$ cat config.mk
export PLATFORM = sky130hd
export DESIGN_NAME = axi_bus_mux
export DESIGN_NICKNAME = d
export VERILOG_FILES = /design/src/rtl/axi_bus_mux.sv
export SDC_FILE = /design/constraint.sdc
export NUM_CORES = 1
export LEC_CHECK = 0
export BUFFER_PORTS_ARGS = -buffer_cell sky130_fd_sc_hd__buf_2
export CAP_MARGIN = 20
export CORE_AREA = 5 5 172 174
export CTS_CLUSTER_DIAMETER = 120
export DETAILED_ROUTE_END_ITERATION = 10
export DIE_AREA = 0 0 177 179
export SLEW_MARGIN = 40
export SYNTH_ARGS = -nofsm -noshare
export SYNTH_HDL_FRONTEND = slang
export SYNTH_SLANG_ARGS = --single-unit
$ cat constraint.sdc
create_clock -name aclk -period 1.9 [get_ports aclk]
set_clock_uncertainty 0.2 [all_clocks]
set_input_delay 0.38 -clock aclk [delete_from_list [all_inputs] [get_ports aclk]]
set_output_delay 0.38 -clock aclk [all_outputs]
set_load 0.05 [all_outputs]
$ cat src/rtl/axi_bus_mux.sv
// Routes AXI4 channels of M1/M2 to slave S, with the owner held per path until the write response or RLAST completes.
// Zero-cycle combinational forwarding; READY/VALID pass straight through to the owner, and the non-owner sees only zeros.
module axi_bus_mux #(
   parameter int ADDR_W = 32,
   parameter int DATA_W = 32
) (
   input  logic                aclk,
   input  logic                rst_n,
   input  logic                m1_grant_w,
   input  logic                m2_grant_w,
   input  logic                m1_grant_r,
   input  logic                m2_grant_r,
   input  logic [ADDR_W-1:0]   M1_AWADDR,
   input  logic                M1_AWVALID,
   output logic                M1_AWREADY,
   input  logic [DATA_W-1:0]   M1_WDATA,
   input  logic [DATA_W/8-1:0] M1_WSTRB,
   input  logic                M1_WLAST,
   input  logic                M1_WVALID,
   output logic                M1_WREADY,
   output logic [1:0]          M1_BRESP,
   output logic                M1_BVALID,
   input  logic                M1_BREADY,
   input  logic [ADDR_W-1:0]   M1_ARADDR,
   input  logic                M1_ARVALID,
   output logic                M1_ARREADY,
   output logic [DATA_W-1:0]   M1_RDATA,
   output logic [1:0]          M1_RRESP,
   output logic                M1_RLAST,
   output logic                M1_RVALID,
   input  logic                M1_RREADY,
   input  logic [ADDR_W-1:0]   M2_AWADDR,
   input  logic                M2_AWVALID,
   output logic                M2_AWREADY,
   input  logic [DATA_W-1:0]   M2_WDATA,
   input  logic [DATA_W/8-1:0] M2_WSTRB,
   input  logic                M2_WLAST,
   input  logic                M2_WVALID,
   output logic                M2_WREADY,
   output logic [1:0]          M2_BRESP,
   output logic                M2_BVALID,
   input  logic                M2_BREADY,
   input  logic [ADDR_W-1:0]   M2_ARADDR,
   input  logic                M2_ARVALID,
   output logic                M2_ARREADY,
   output logic [DATA_W-1:0]   M2_RDATA,
   output logic [1:0]          M2_RRESP,
   output logic                M2_RLAST,
   output logic                M2_RVALID,
   input  logic                M2_RREADY,
   output logic [ADDR_W-1:0]   S_AWADDR,
   output logic                S_AWVALID,
   input  logic                S_AWREADY,
   output logic [DATA_W-1:0]   S_WDATA,
   output logic [DATA_W/8-1:0] S_WSTRB,
   output logic                S_WLAST,
   output logic                S_WVALID,
   input  logic                S_WREADY,
   input  logic [1:0]          S_BRESP,
   input  logic                S_BVALID,
   output logic                S_BREADY,
   output logic [ADDR_W-1:0]   S_ARADDR,
   output logic                S_ARVALID,
   input  logic                S_ARREADY,
   input  logic [DATA_W-1:0]   S_RDATA,
   input  logic [1:0]          S_RRESP,
   input  logic                S_RLAST,
   input  logic                S_RVALID,
   output logic                S_RREADY
);

   typedef enum logic [1:0] {W_IDLE, W_DATA, W_RESP} w_state_e;
   typedef enum logic       {R_IDLE, R_DATA}         r_state_e;
   typedef enum logic       {OWN_M1, OWN_M2}         owner_e;

   w_state_e   w_state_q, w_state_d;
   r_state_e   r_state_q, r_state_d;
   owner_e     w_owner_q, w_owner_d, r_owner_q, r_owner_d;
   logic [7:0] w_beats_q, w_beats_d, r_beats_q, r_beats_d;
   logic       r_hs;

   always_ff @(posedge aclk or negedge rst_n) begin
      if (!rst_n) begin
         w_state_q <= W_IDLE;
         r_state_q <= R_IDLE;
         w_owner_q <= OWN_M1;
         r_owner_q <= OWN_M1;
         w_beats_q <= '0;
         r_beats_q <= '0;
      end else begin
         w_state_q <= w_state_d;
         r_state_q <= r_state_d;
         w_owner_q <= w_owner_d;
         r_owner_q <= r_owner_d;
         w_beats_q <= w_beats_d;
         r_beats_q <= r_beats_d;
      end
   end

   // Routing is gated by rst_n so every handshake output drops the moment reset asserts.
   always_comb begin
      w_state_d  = w_state_q;
      w_owner_d  = w_owner_q;
      w_beats_d  = w_beats_q;
      S_AWADDR   = '0;
      S_AWVALID  = 1'b0;
      S_WDATA    = '0;
      S_WSTRB    = '0;
      S_WLAST    = 1'b0;
      S_WVALID   = 1'b0;
      S_BREADY   = 1'b0;
      M1_AWREADY = 1'b0;
      M2_AWREADY = 1'b0;
      M1_WREADY  = 1'b0;
      M2_WREADY  = 1'b0;
      M1_BVALID  = 1'b0;
      M2_BVALID  = 1'b0;
      M1_BRESP   = '0;
      M2_BRESP   = '0;
      if (rst_n) begin
         unique case (w_state_q)
            W_IDLE: begin
               if (m1_grant_w) begin
                  S_AWADDR   = M1_AWADDR;
                  S_AWVALID  = M1_AWVALID;
                  M1_AWREADY = S_AWREADY;
                  if (M1_AWVALID && S_AWREADY) begin
                     w_owner_d = OWN_M1;
                     w_state_d = W_DATA;
                     w_beats_d = '0;
                  end
               end else if (m2_grant_w) begin
                  S_AWADDR   = M2_AWADDR;
                  S_AWVALID  = M2_AWVALID;
                  M2_AWREADY = S_AWREADY;
                  if (M2_AWVALID && S_AWREADY) begin
                     w_owner_d = OWN_M2;
                     w_state_d = W_DATA;
                     w_beats_d = '0;
                  end
               end
            end
            W_DATA: begin
               if (w_owner_q == OWN_M1) begin
                  S_WDATA   = M1_WDATA;
                  S_WSTRB   = M1_WSTRB;
                  S_WLAST   = M1_WLAST;
                  S_WVALID  = M1_WVALID;
                  M1_WREADY = S_WREADY;
               end else begin
                  S_WDATA   = M2_WDATA;
                  S_WSTRB   = M2_WSTRB;
                  S_WLAST   = M2_WLAST;
                  S_WVALID  = M2_WVALID;
                  M2_WREADY = S_WREADY;
               end
               if (S_WVALID && S_WREADY) begin
                  w_beats_d = w_beats_q + 8'd1;
                  if (S_WLAST) w_state_d = W_RESP;
               end
            end
            W_RESP: begin
               if (w_owner_q == OWN_M1) begin
                  M1_BVALID = S_BVALID;
                  M1_BRESP  = S_BRESP;
                  S_BREADY  = M1_BREADY;
               end else begin
                  M2_BVALID = S_BVALID;
                  M2_BRESP  = S_BRESP;
                  S_BREADY  = M2_BREADY;
               end
               if (S_BVALID && S_BREADY) w_state_d = W_IDLE;
            end
            default: w_state_d = W_IDLE;
         endcase
      end
   end

   assign r_hs = S_RVALID && ((r_owner_q == OWN_M1) ? M1_RREADY : M2_RREADY);

   always_comb begin
      r_state_d  = r_state_q;
      r_owner_d  = r_owner_q;
      r_beats_d  = r_beats_q;
      S_ARADDR   = '0;
      S_ARVALID  = 1'b0;
      S_RREADY   = 1'b0;
      M1_ARREADY = 1'b0;
      M2_ARREADY = 1'b0;
      M1_RDATA   = '0;
      M1_RRESP   = '0;
      M1_RLAST   = 1'b0;
      M1_RVALID  = 1'b0;
      M2_RDATA   = '0;
      M2_RRESP   = '0;
      M2_RLAST   = 1'b0;
      M2_RVALID  = 1'b0;
      if (rst_n) begin
         unique case (r_state_q)
            R_IDLE: begin
               if (m1_grant_r) begin
                  S_ARADDR   = M1_ARADDR;
                  S_ARVALID  = M1_ARVALID;
                  M1_ARREADY = S_ARREADY;
                  if (M1_ARVALID && S_ARREADY) begin
                     r_owner_d = OWN_M1;
                     r_state_d = R_DATA;
                     r_beats_d = '0;
                  end
               end else if (m2_grant_r) begin
                  S_ARADDR   = M2_ARADDR;
                  S_ARVALID  = M2_ARVALID;
                  M2_ARREADY = S_ARREADY;
                  if (M2_ARVALID && S_ARREADY) begin
                     r_owner_d = OWN_M2;
                     r_state_d = R_DATA;
                     r_beats_d = '0;
                  end
               end
            end
            R_DATA: begin
               if (r_owner_q == OWN_M1) begin
                  M1_RDATA  = S_RDATA;
                  M1_RRESP  = S_RRESP;
                  M1_RLAST  = S_RLAST;
                  M1_RVALID = S_RVALID;
                  S_RREADY  = M1_RREADY;
               end else begin
                  M2_RDATA  = S_RDATA;
                  M2_RRESP  = S_RRESP;
                  M2_RLAST  = S_RLAST;
                  M2_RVALID = S_RVALID;
                  S_RREADY  = M2_RREADY;
               end
               if (r_hs) begin
                  r_beats_d = r_beats_q + 8'd1;
                  if (S_RLAST) r_state_d = R_IDLE;
               end
            end
            default: r_state_d = R_IDLE;
         endcase
      end
   end

   // Beats may only be counted while a data phase is active or being entered.
   always_ff @(posedge aclk) begin
      if (rst_n && w_state_q != W_DATA && w_state_d != W_DATA)
         assert (w_beats_d == w_beats_q);
      if (rst_n && r_state_q != R_DATA && r_state_d != R_DATA)
         assert (r_beats_d == r_beats_q);
   end

endmodule

# Word level (Yosys, flattened, before mapping)
# Cells that the tools add are included.
[totals] inputBits=260 reg_bits=5 wordCells=149 out_inout_bits=190
[classes] eq_ne=10 bitwise=1 reduce_logical=15 n_mux=119
[ops] operator="2-to-1 mux 32 bit" count=17
[ops] operator="2-to-1 mux 1 bit" count=78
[ops] operator="2-to-1 mux 2 bit" count=19
[ops] operator="2-to-1 mux 4 bit" count=3
[ops] operator="AND reduction 5 bit" count=2
[ops] operator="inequality test 3 bit (second input constant)" count=3
[ops] operator="nonzero test 2 bit" count=4
[ops] operator="logical AND 1 bit" count=7
[ops] operator="AND reduction 7 bit" count=1
[ops] operator="inequality test 2 bit (second input constant)" count=3
[ops] operator="one-hot mux 2 bit (3 select lines)" count=1
[ops] operator="inequality test 2 x 1 -> 1 bit (second input constant)" count=2
[ops] operator="== test 2 x 1 -> 1 bit (second input constant)" count=1
[ops] operator="== test 2 bit (second input constant)" count=1
[ops] operator="logical NOT 2 bit" count=1
[ops] operator="one-hot mux 1 bit (2 select lines)" count=1
[ops] operator="NOT 1 bit" count=1

# Depth between registers and ports, before layout
# Gate-level depths: netlist of the first run.
[logic_depth] word_depth=6 mapped_depth=5 ltp_nobuf=3

# Worst setup path after synthesis of the first run
# Ideal clock, no wire load.
[synth_timing] path_kind="input-to-output" start="input m1_grant_r" end="output M2_ARREADY" t_required_ns=1.320 stages=3 arrival_time_ns=1.903 path_buffers=2 path_slack_ns=-0.583 cell_sequence="clkbuf_1 -> buf_2 -> nor3b_1"
[synth_via] elab_chain_len=3
[synth_rtl] item="from (decl)" line_no="11" rtl="input logic m1_grant_r,"
[synth_rtl] item="2-to-1 mux 1 bit" line_no="201" rtl="if (m1_grant_r) begin"
[synth_rtl] item="2-to-1 mux 1 bit" line_no="199" rtl="unique case (r_state_q)"
[synth_rtl] item="2-to-1 mux 1 bit" line_no="198" rtl="if (rst_n) begin"
[synth_rtl] item="to (decl)" line_no="45" rtl="output logic M2_ARREADY,"
# Every way passes these cells.

# Final worst setup path of the first run
[layout_timing] start="register r_state_q" end="output M1_RRESP[1]"
[layout_via] elab_chain_len=2
[layout_rtl] item="from (decl)" line_no="77" rtl="r_state_e r_state_q, r_state_d;"
[layout_rtl] item="from (signal assigned)" line_no="92" rtl="r_state_q <= r_state_d;"
[layout_rtl] item="2-to-1 mux 2 bit" line_no="199"
[layout_rtl] item="2-to-1 mux 2 bit" line_no="198"
[layout_rtl] item="to (decl)" line_no="28" rtl="output logic [1:0] M1_RRESP,"
# Every way passes these cells.

==> impl_metrics.json, run 1 <==
{
  "outcome": "finished with violations",
  "violations": "setup timing",
  "overflow": 0,
  "cpMostUsedCell": "buf_6",
  "yosys.cell_types.count": 34,
  "final_nets": 1145,
  "max-slew-margin-rel_pct": 74.2,
  "setup_slack_ps": -337,
  "slowest_delay_ps": 400,
  "syn_area_per_cell_um2": 6.36,
  "crit_path_top_delay_cell": "dfrtp_1",
  "fp.dieW_um": 177,
  "via_count": 4997,
  "grt.busiest_layer": "met2",
  "p_per_area_nw_per_um2": 1010,
  "postRouteAntennaNets": 0,
  "cp.arrival_ps": 1660,
  "cts_tree": "built",
  "rows": 61,
  "regArea_um2": 128,
  "gp_congestion": 0.892,
  "firstDrtPassIters": 4,
  "syn-num-nets": 639,
  "grt_use_met1_pct": 12.0,
  "critPathKind": "flop to output pin",
  "period_share_pct": 118,
  "wl_per_cell_um": 17.8,
  "finalHoldViolCount": 0,
  "fmaxAchievable_mhz": 447,
  "vdd_drop_max_mv": 0.396,
  "power_report.internal_total_mw": 3.97,
  "yosysSeqAreaShare_pct": 5.19,
  "cpLargestDelayFamily": "buffers and inverters",
  "end_kind": "output pin",
  "antennaDiodeCount": 0,
  "ys_warn_count": 0,
  "tns_ps": -41410,
  "cts_buffers": 3,
  "cts.sink_count": 5,
  "crit_buf_inv": 4,
  "insertion_delay_ps": 230,
  "switching_share_pct": 54.5,
  "met3_usage_pct": 3.42,
  "grt_usage_pct": 11.5,
  "hpwl_um": 16200,
  "clock_power_share_pct": 4.2,
  "grt_setup_unrepaired": "yes",
  "worstPathMaxFanout": 9,
  "initial_core_util_pct": 8.72,
  "critPathRequiredTime_ps": 1320,
  "io_buffer_count": 449,
  "drive_above_1_share_pct": 82.5,
  "area_growth_pct": 260,
  "p_leak_nw": 4.08,
  "worstMarginPinSlew_ps": 386,
  "grt_max_degree": 37,
  "ios": 450,
  "grtUsageMet2_pct": 22.5,
  "slew_violations": 0,
  "drc": 0,
  "totalWireLength_um": 22400,
  "setup_violations": 190,
  "synth_top_area_share_pct": 19.6,
  "grt_pass1_wl_um": 28700,
  "worstPathCellList": "nand2_4 -> buf_6 -> nor2_4 -> buf_4 -> clkbuf_16 -> and2_1 -> buf_6",
  "synth_area_um2": 2410,
  "clockBufferDepth": 2,
  "drt-initial-drc-count": 256,
  "clk_pin_slew_worst_paths_ps": 40,
  "die_h_um": 179,
  "critPathLaunchType": "flop",
  "grt_pass1_vias": 5204,
  "p_comb_share_pct": 93.4,
  "htreeDepth": 1,
  "ys_ff_latch": 5,
  "yosys.area.top_type": "a22oi_1",
  "dp_worst_setup_slack_ps": -247,
  "clockRootBuffer": "clkbuf_16",
  "synth_cells": 379,
  "pwr-share-seq_pct": 2.4,
  "via_per_inst": 3.96,
  "fillers": 2847,
  "multi_input_area_um2": 2980,
  "fin_crit_ps": 2240,
  "fin_util_pct": 31.4,
  "synth_area_leaders": "a22oi_1, and2_1, mux2i_1, nor2_1, dfrtp_1",
  "die-area_um2": 31700,
  "p_sw_mw": 4.76,
  "hold_path.class": "input pin to asynchronous set/reset pin",
  "fp.coreArea_um2": 27600,
  "antenna_found_initial": 3,
  "cap_violations": 0
}
layout make-up:
class	count	share of cell area, %
inverter	4	0.173
timing repair buffer	540	57.7
multi-input combinational	331	34.3
tap	378	5.45
sequential	5	1.47
clock buffer	4	0.909
worst register-to-register path: cells and delay by family, from the launching register on:
| family | cells | cell delay (ps) |
|---|---|---|
| AND/OR/NAND/NOR | 1 | 470 |
| flip-flops | 1 | 440 |
| AO/OA/AOI/OAI | 1 | 280 |
| buffers and inverters | 1 | 220 |
cells in the mapped netlist, drive strengths merged:
master and instances:
a21boi 1, a21oi 4, a22oi 63, a31o 1, a31oi 1, and2 73
and3 10, and4b 1, buf 23, clkbuf 16, dfrtp 5, inv 4
mux2i 41, nand2 6, nand2b 1, nand3 2, nand3b 5, nand4 2
nand4b 2, nor2 107, nor2b 2, nor3 1, nor3b 2, o21ai 3
o311ai 1, or2b 1, or3b 1
layer usage:
layer / vias to the layer above / share of wire, % / routed length, µm
met5: - / 0.18 / 41
met4: 6 / 2.8 / 625
met3: 39 / 9.5 / 2120
met2: 314 / 53 / 12000
met1: 2304 / 34 / 7680
li1: 2334 / - / -
stage by stage:
step | cell area (µm²) | instances | hold WS [ps] | total power [mW]
floorplan | 2990 | 379 | -116 | 4.27
global placement | 6270 | 1225 | 157 | 6.12
detailed placement | 6270 | 1225 | 170 | 6.16
CTS | 7820 | 1248 | 45.3 | 7.92
global route | 8680 | 1262 | 59.2 | 9.05
finish | 8680 | 1262 | 31.9 | 8.73
sequential cells by signal, summed over array words and instances, names as in the netlist:
name,flops
w_state_q,2
r_owner_q,1
r_state_q,1
w_owner_q,1
placed cells by master (no fill, tap or decap), drive strengths merged, types with 5 or more instances in the layout:
master and count:
buf 533, mux2i 41, and2 73, nand3b 5
nor2 107, dfrtp 5, and3 10, nand2 6
clkbuf 10, a22oi 63
what timing repair did:
action / 4_1_cts / 5_1_grt
setup endpoints to repair: 189 / 190
gates resized for setup: 390 / 228
hold buffers: 1 / 0
gates cloned: 6 / 10
setup buffers: 13 / 8
pin swaps: 25 / 60
hold endpoints to repair: 1 / 0
kinds of logic (layout without fill, tap and decap cells):
family | Yosys count | count (layout) | synth area share [%]
compound gates | 74 | 74 | 22.7
buf+inv | 43 | 548 | 9.45
flops | 5 | 5 | 5.19
mux | 41 | 41 | 17.0
simple gates | 216 | 216 | 45.6
worst paths after layout:
check                                to  slack (ps)         start  cells after the start
max                         M1_RRESP[1]        -340     r_state_q                      7
min reg2reg                w_state_q[0]         510  w_state_q[1]                      2
min in group aclk             w_owner_q         260    M2_AWVALID                      3
max reg2reg                w_state_q[0]         180  w_state_q[1]                      3
max in group asynchronous     r_owner_q         860         rst_n                      4
min                        w_state_q[1]          30         rst_n                      3
power by group through the flow:
| stage | logic [mW] | clock network [mW] | registers (mW) |
|---|---|---|---|
| after CTS | 7.33 | 0.383 | 0.212 |
| final | 8.15 | 0.367 | 0.210 |
| after floorplan | 4.07 | 0 | 0.200 |
| after global routing | 8.45 | 0.388 | 0.215 |
| after detailed placement | 5.94 | 0 | 0.217 |
| after global placement | 5.90 | 0 | 0.218 |
Note: power is estimated with default switching activity, not from simulation.
==> inputs of run 2 (changes only) <==
--- a/config.mk
+++ b/config.mk
@@ -7,11 +7,10 @@
 export LEC_CHECK = 0
 export BUFFER_PORTS_ARGS = -buffer_cell sky130_fd_sc_hd__buf_2
 export CAP_MARGIN = 20
-export CORE_AREA = 5 5 172 174
+export CORE_AREA = 5 5 171 173
 export CTS_CLUSTER_DIAMETER = 120
 export DETAILED_ROUTE_END_ITERATION = 10
-export DIE_AREA = 0 0 177 179
-export SLEW_MARGIN = 40
+export DIE_AREA = 0 0 176 178
 export SYNTH_ARGS = -nofsm -noshare
 export SYNTH_HDL_FRONTEND = slang
 export SYNTH_SLANG_ARGS = --single-unit
==> constraint.sdc (replaced) <==
create_clock -name aclk -period 2.85 [get_ports aclk]
set_clock_uncertainty 0.2 [all_clocks]
set_input_delay 0.57 -clock aclk [delete_from_list [all_inputs] [get_ports aclk]]
set_output_delay 0.57 -clock aclk [all_outputs]
set_load 0.05 [all_outputs]
==> run 2 against run 1 <==
The run now ends clean; sequential power shrank 30%; first-iteration DRC count shrank 36%; count of clock-buffer cells in the layout is the same; wire length shrank 31%; core utilization shrank 12 points; clock power shrank 34%; combinational power shrank 61%; non-clock buffer count shrank 75; hold slack gained 86 ps; largest cell class unchanged.
==> impl_metrics.json, run 2 (synthesis results as in run 1) <==
{
  "critPathRequiredTime_ps": 2080,
  "worstReg2RegEnd": "w_state_q[0]",
  "drc": 0,
  "cts_tree": "built",
  "totalWireLength_um": 15500,
  "insertion_delay_ps": 230,
  "fmaxAchievable_mhz": 393,
  "clock_power_share_pct": 6.8,
  "area_growth_pct": 116,
  "switching_share_pct": 66.9,
  "mostFrequentLayoutCell": "buf_2",
  "cp.arrival_ps": 1770,
  "p_sw_mw": 2.38,
  "worstPathMaxFanout": 34,
  "grt_pass1_vias": 4180,
  "cts.sink_count": 5,
  "clockRootBuffer": "clkbuf_16",
  "dp_worst_setup_slack_ps": 285,
  "antennaDiodeCount": 0,
  "via_count": 4394,
  "setup_violations": 0,
  "regToRegSetupSlack_ps": 1200,
  "hpwl_um": 13900,
  "design_area_um2": 5200,
  "dpl.cell_count": 1151,
  "die_h_um": 178,
  "regArea_um2": 126,
  "timing.hold.ws_ps": 118,
  "power_mw": 3.55,
  "dpl_cell_area_um2": 5120,
  "critPathKind": "input pin to output pin",
  "slew_violations": 0,
  "antenna_found_initial": 1,
  "fin_crit_ps": 2540,
  "outcome": "complete, no violations",
  "finalHoldViolCount": 0,
  "post_cts_buffers": 0,
  "via_per_inst": 3.80,
  "htreeDepth": 1,
  "rows": 61,
  "overflow": 0,
  "grt_pass1_wl_um": 21600,
  "multi_input_area_um2": 2070,
  "vdd_drop_max_mv": 0.241,
  "cts_buffers": 3,
  "p_leak_nw": 3.17,
  "fillers": 3129,
  "cap_violations": 0,
  "setup_slack_ps": 306,
  "grt_setup_unrepaired": "no",
  "grt_usage_pct": 8.57,
  "period_share_pct": 89.3,
  "hold_path.class": "input pin to asynchronous set/reset pin",
  "clk_pin_slew_worst_paths_ps": 40,
  "postRouteAntennaNets": 0,
  "ff2ff_path_depth": 3,
  "largest_register_ffs": 2,
  "fp.dieW_um": 176,
  "hold_buffers": 0,
  "p_comb_share_pct": 89.1,
  "io_buffer_count": 449,
  "grt_max_degree": 47,
  "wl_per_cell_um": 13.4,
  "ios": 450,
  "pwr-share-seq_pct": 4.1,
  "worstMarginPinSlew_ps": 369,
  "power_report.internal_total_mw": 1.18,
  "stdcell_count": 1155,
  "firstDrtPassIters": 6,
  "initial_core_util_pct": 8.77,
  "end_kind": "output pin",
  "gp_congestion": 0.789,
  "p_per_area_nw_per_um2": 683,
  "drive_above_1_share_pct": 59.0,
  "drt-initial-drc-count": 165,
  "tns_ps": 0,
  "final_cell_mix": "buf_2, nor2_1, and2_1",
  "die-area_um2": 31300,
  "top_register": "w_state_q",
  "max-slew-margin-rel_pct": 75.4,
  "clockBufferDepth": 2,
  "final_nets": 1070,
  "r2r-start": "w_state_q[0]",
  "critPathLaunchType": "input pin",
  "fp.coreArea_um2": 27500,
  "cts_resized": 0,
  "fin_util_pct": 18.9
}
==> run 2: cell count changes in the layout (fill, tap and decap cells not counted), moves of 17 or more <==
cell,delta
and2_4,-54
buf_6,-108
buf_8,-92
nor2_1,+93
and2_1,+68
buf_12,-17
buf_2,+186
buf_4,-33
nor2_4,-85
==> run 2: power groups by stage <==
stage / sequential [mW] / combinational (mW) / clock, mW
CTS: 0.146 / 3.19 / 0.256
global route: 0.154 / 3.34 / 0.256
floorplan: 0.133 / 2.39 / 0
finish: 0.146 / 3.17 / 0.241
detailed placement: 0.147 / 3.18 / 0
global placement: 0.146 / 3.16 / 0
==> run 2: final cells by class <==
cell class	count	share of cell area (%)
inverter	4	0.289
sequential	5	2.43
multi-input combinational	331	39.7
clock buffer	4	1.52
timing repair buffer	465	47.7
tap	346	8.33
==> run 2: metal layers <==
| layer | up-vias | part of all wire (%) | global-route usage, % |
|---|---|---|---|
| met5 | - | 0.045 | 0 |
| met3 | 8 | 10 | 2.25 |
| met2 | 248 | 52 | 16.2 |
| met1 | 1962 | 37 | 9.91 |
| li1 | 2174 | - | - |
| met4 | 2 | 0.55 | 1.30 |
==> run 2: worst max path at each step <==
| stage | endpoint | start | cells after the start |
|---|---|---|---|
| after floorplan | S_BREADY | rst_n | 3 |
| after global placement | S_AWADDR[12] | rst_n | 5 |
| after detailed placement | M2_RLAST | rst_n | 7 |
| after CTS | M2_RLAST | rst_n | 7 |
| after global routing | M2_RLAST | rst_n | 7 |
| final | S_AWADDR[12] | rst_n | 5 |
==> run 2: critical path: stages <==
cell and delay (ps):
buf_2 130, or3b_1 360, buf_4 250, nor2_1 170
buf_2 280
==> inputs of run 3 (changes only) <==
--- a/config.mk
+++ b/config.mk
@@ -8,6 +8,7 @@
 export BUFFER_PORTS_ARGS = -buffer_cell sky130_fd_sc_hd__buf_2
 export CAP_MARGIN = 20
 export CORE_AREA = 5 5 171 173
+export CTS_BUF_LIST = sky130_fd_sc_hd__clkbuf_16
 export CTS_CLUSTER_DIAMETER = 120
 export DETAILED_ROUTE_END_ITERATION = 10
 export DIE_AREA = 0 0 176 178
==> run 3 against run 2 <==
Fmax stayed put; combinational power barely moved; non-clock buffer count unchanged; critical path depth is the same; sequential share of layout area is the same; clock power is 2% lower; register-to-register slack is essentially flat; largest cell class unchanged.
==> impl_metrics.json, run 3 (synthesis results as in run 1) <==
{
  "outcome": "complete, no violations",
  "cts_tree": "built",
  "gp_congestion": 0.789,
  "met3_usage_pct": 2.25,
  "ff2ff_path_depth": 3,
  "wl_per_cell_um": 13.4,
  "fp.dieW_um": 176,
  "postRouteAntennaNets": 0,
  "totalWireLength_um": 15500,
  "cap_violations": 0,
  "end_kind": "output pin",
  "io_buffer_count": 449,
  "grt_pass1_vias": 4180,
  "max-slew-margin-rel_pct": 75.4,
  "grtUsageMet2_pct": 16.2,
  "critPathKind": "input pin to output pin",
  "fmaxAchievable_mhz": 393,
  "largest_register_ffs": 2,
  "grt.busiest_layer": "met2",
  "via_per_inst": 3.80,
  "ios": 450,
  "worstReg2RegEnd": "w_state_q[0]",
  "drc": 0,
  "antenna_found_initial": 1,
  "vdd_drop_max_mv": 0.241,
  "critPathLaunchType": "input pin",
  "critical_path.endpoint": "S_AWADDR[12]",
  "top_register": "w_state_q",
  "cts.sink_count": 5,
  "drt-initial-drc-count": 165,
  "antennaDiodeCount": 0,
  "clockRootBuffer": "clkbuf_16",
  "clk_pin_slew_worst_paths_ps": 40,
  "p_per_area_nw_per_um2": 683,
  "overflow": 0,
  "mostFrequentLayoutCell": "buf_2",
  "grt_usage_pct": 8.57,
  "initial_core_util_pct": 8.77,
  "design_area_um2": 5200,
  "cp.arrival_ps": 1770,
  "timing.hold.ws_ps": 118,
  "post_cts_buffers": 0,
  "die_h_um": 178,
  "dpl_cell_area_um2": 5120,
  "rows": 61,
  "regToRegSetupSlack_ps": 1200,
  "power_mw": 3.55,
  "final_nets": 1070,
  "setup_violations": 0,
  "htreeDepth": 1,
  "grt_pass1_wl_um": 21600,
  "hpwl_um": 13900,
  "insertion_delay_ps": 230,
  "area_growth_pct": 116,
  "hold_buffers": 0,
  "via_count": 4394,
  "r2r-start": "w_state_q[0]",
  "hold_path.class": "input pin to asynchronous set/reset pin",
  "cts_buffers": 3,
  "period_share_pct": 89.3,
  "cts_resized": 0,
  "finalHoldViolCount": 0,
  "tns_ps": 0,
  "crit_start": "rst_n",
  "p_leak_nw": 3.17,
  "grt_use_met1_pct": 9.91,
  "die-area_um2": 31300,
  "fin_crit_ps": 2540,
  "clockBufferDepth": 2,
  "fp.coreArea_um2": 27500,
  "fin_util_pct": 18.9,
  "drive_above_1_share_pct": 59.0,
  "grt_setup_unrepaired": "no",
  "final_cell_mix": "buf_2, nor2_1, and2_1",
  "firstDrtPassIters": 6,
  "critPathRequiredTime_ps": 2080,
  "grt_max_degree": 47,
  "worstMarginPinSlew_ps": 369,
  "worstPathMaxFanout": 34,
  "slew_violations": 0
}
-- run 3: changes by cell type in the layout (fill, tap and decap cells not counted), sizes merged --
| cell | before | now |
|---|---|---|
| clkbuf | 4 | 3 |
| inv | 4 | 5 |
-- run 3: per-stage QoR --
stage | setup WS (ps) | instances
2_1_floorplan | 185 | 379
5_1_grt | 201 | 1155
6_report | 306 | 1155
3_3_place_gp | 287 | 1151
3_5_place_dp | 285 | 1151
4_1_cts | 280 | 1155
-- run 3: final cells by class --
cell class	count	area, µm²
clock buffers	3	75.1
clock inverters	1	3.75
fillers	3129	22300
inverters	4	15.0
multi-input cells	331	2070
flip-flops and latches	5	126
well taps	346	433
repair buffers	465	2480
-- run 3: routing by layer --
| layer | up-vias | wire length (µm) |
|---|---|---|
| li1 | 2174 | - |
| met1 | 1962 | 5760 |
| met2 | 248 | 8100 |
| met3 | 8 | 1570 |
| met4 | 2 | 86 |
| met5 | - | 7 |
-- run 3: critical path: stages --
cell and delay [ps]:
buf_2 130, or3b_1 360, buf_4 250, nor2_1 170, buf_2 280
-- run 3: report_power, final --
| part | internal (mW) | switching (mW) | total, mW |
|---|---|---|---|
| Sequential | 0.105 | 0.0417 | 0.146 |
| Clock | 0.183 | 0.0548 | 0.237 |
| Combinational | 0.886 | 2.28 | 3.17 |
-- run 3: how the worst min path moves through the flow --
stage | startpoint | endpoint | cells after the start
2_1_floorplan | rst_n | r_owner_q | 0
3_3_place_gp | w_state_q[1] | w_state_q[1] | 1
3_5_place_dp | rst_n | r_owner_q | 2
6_report | rst_n | r_owner_q | 2
5_1_grt | rst_n | r_owner_q | 2
4_1_cts | rst_n | r_owner_q | 2
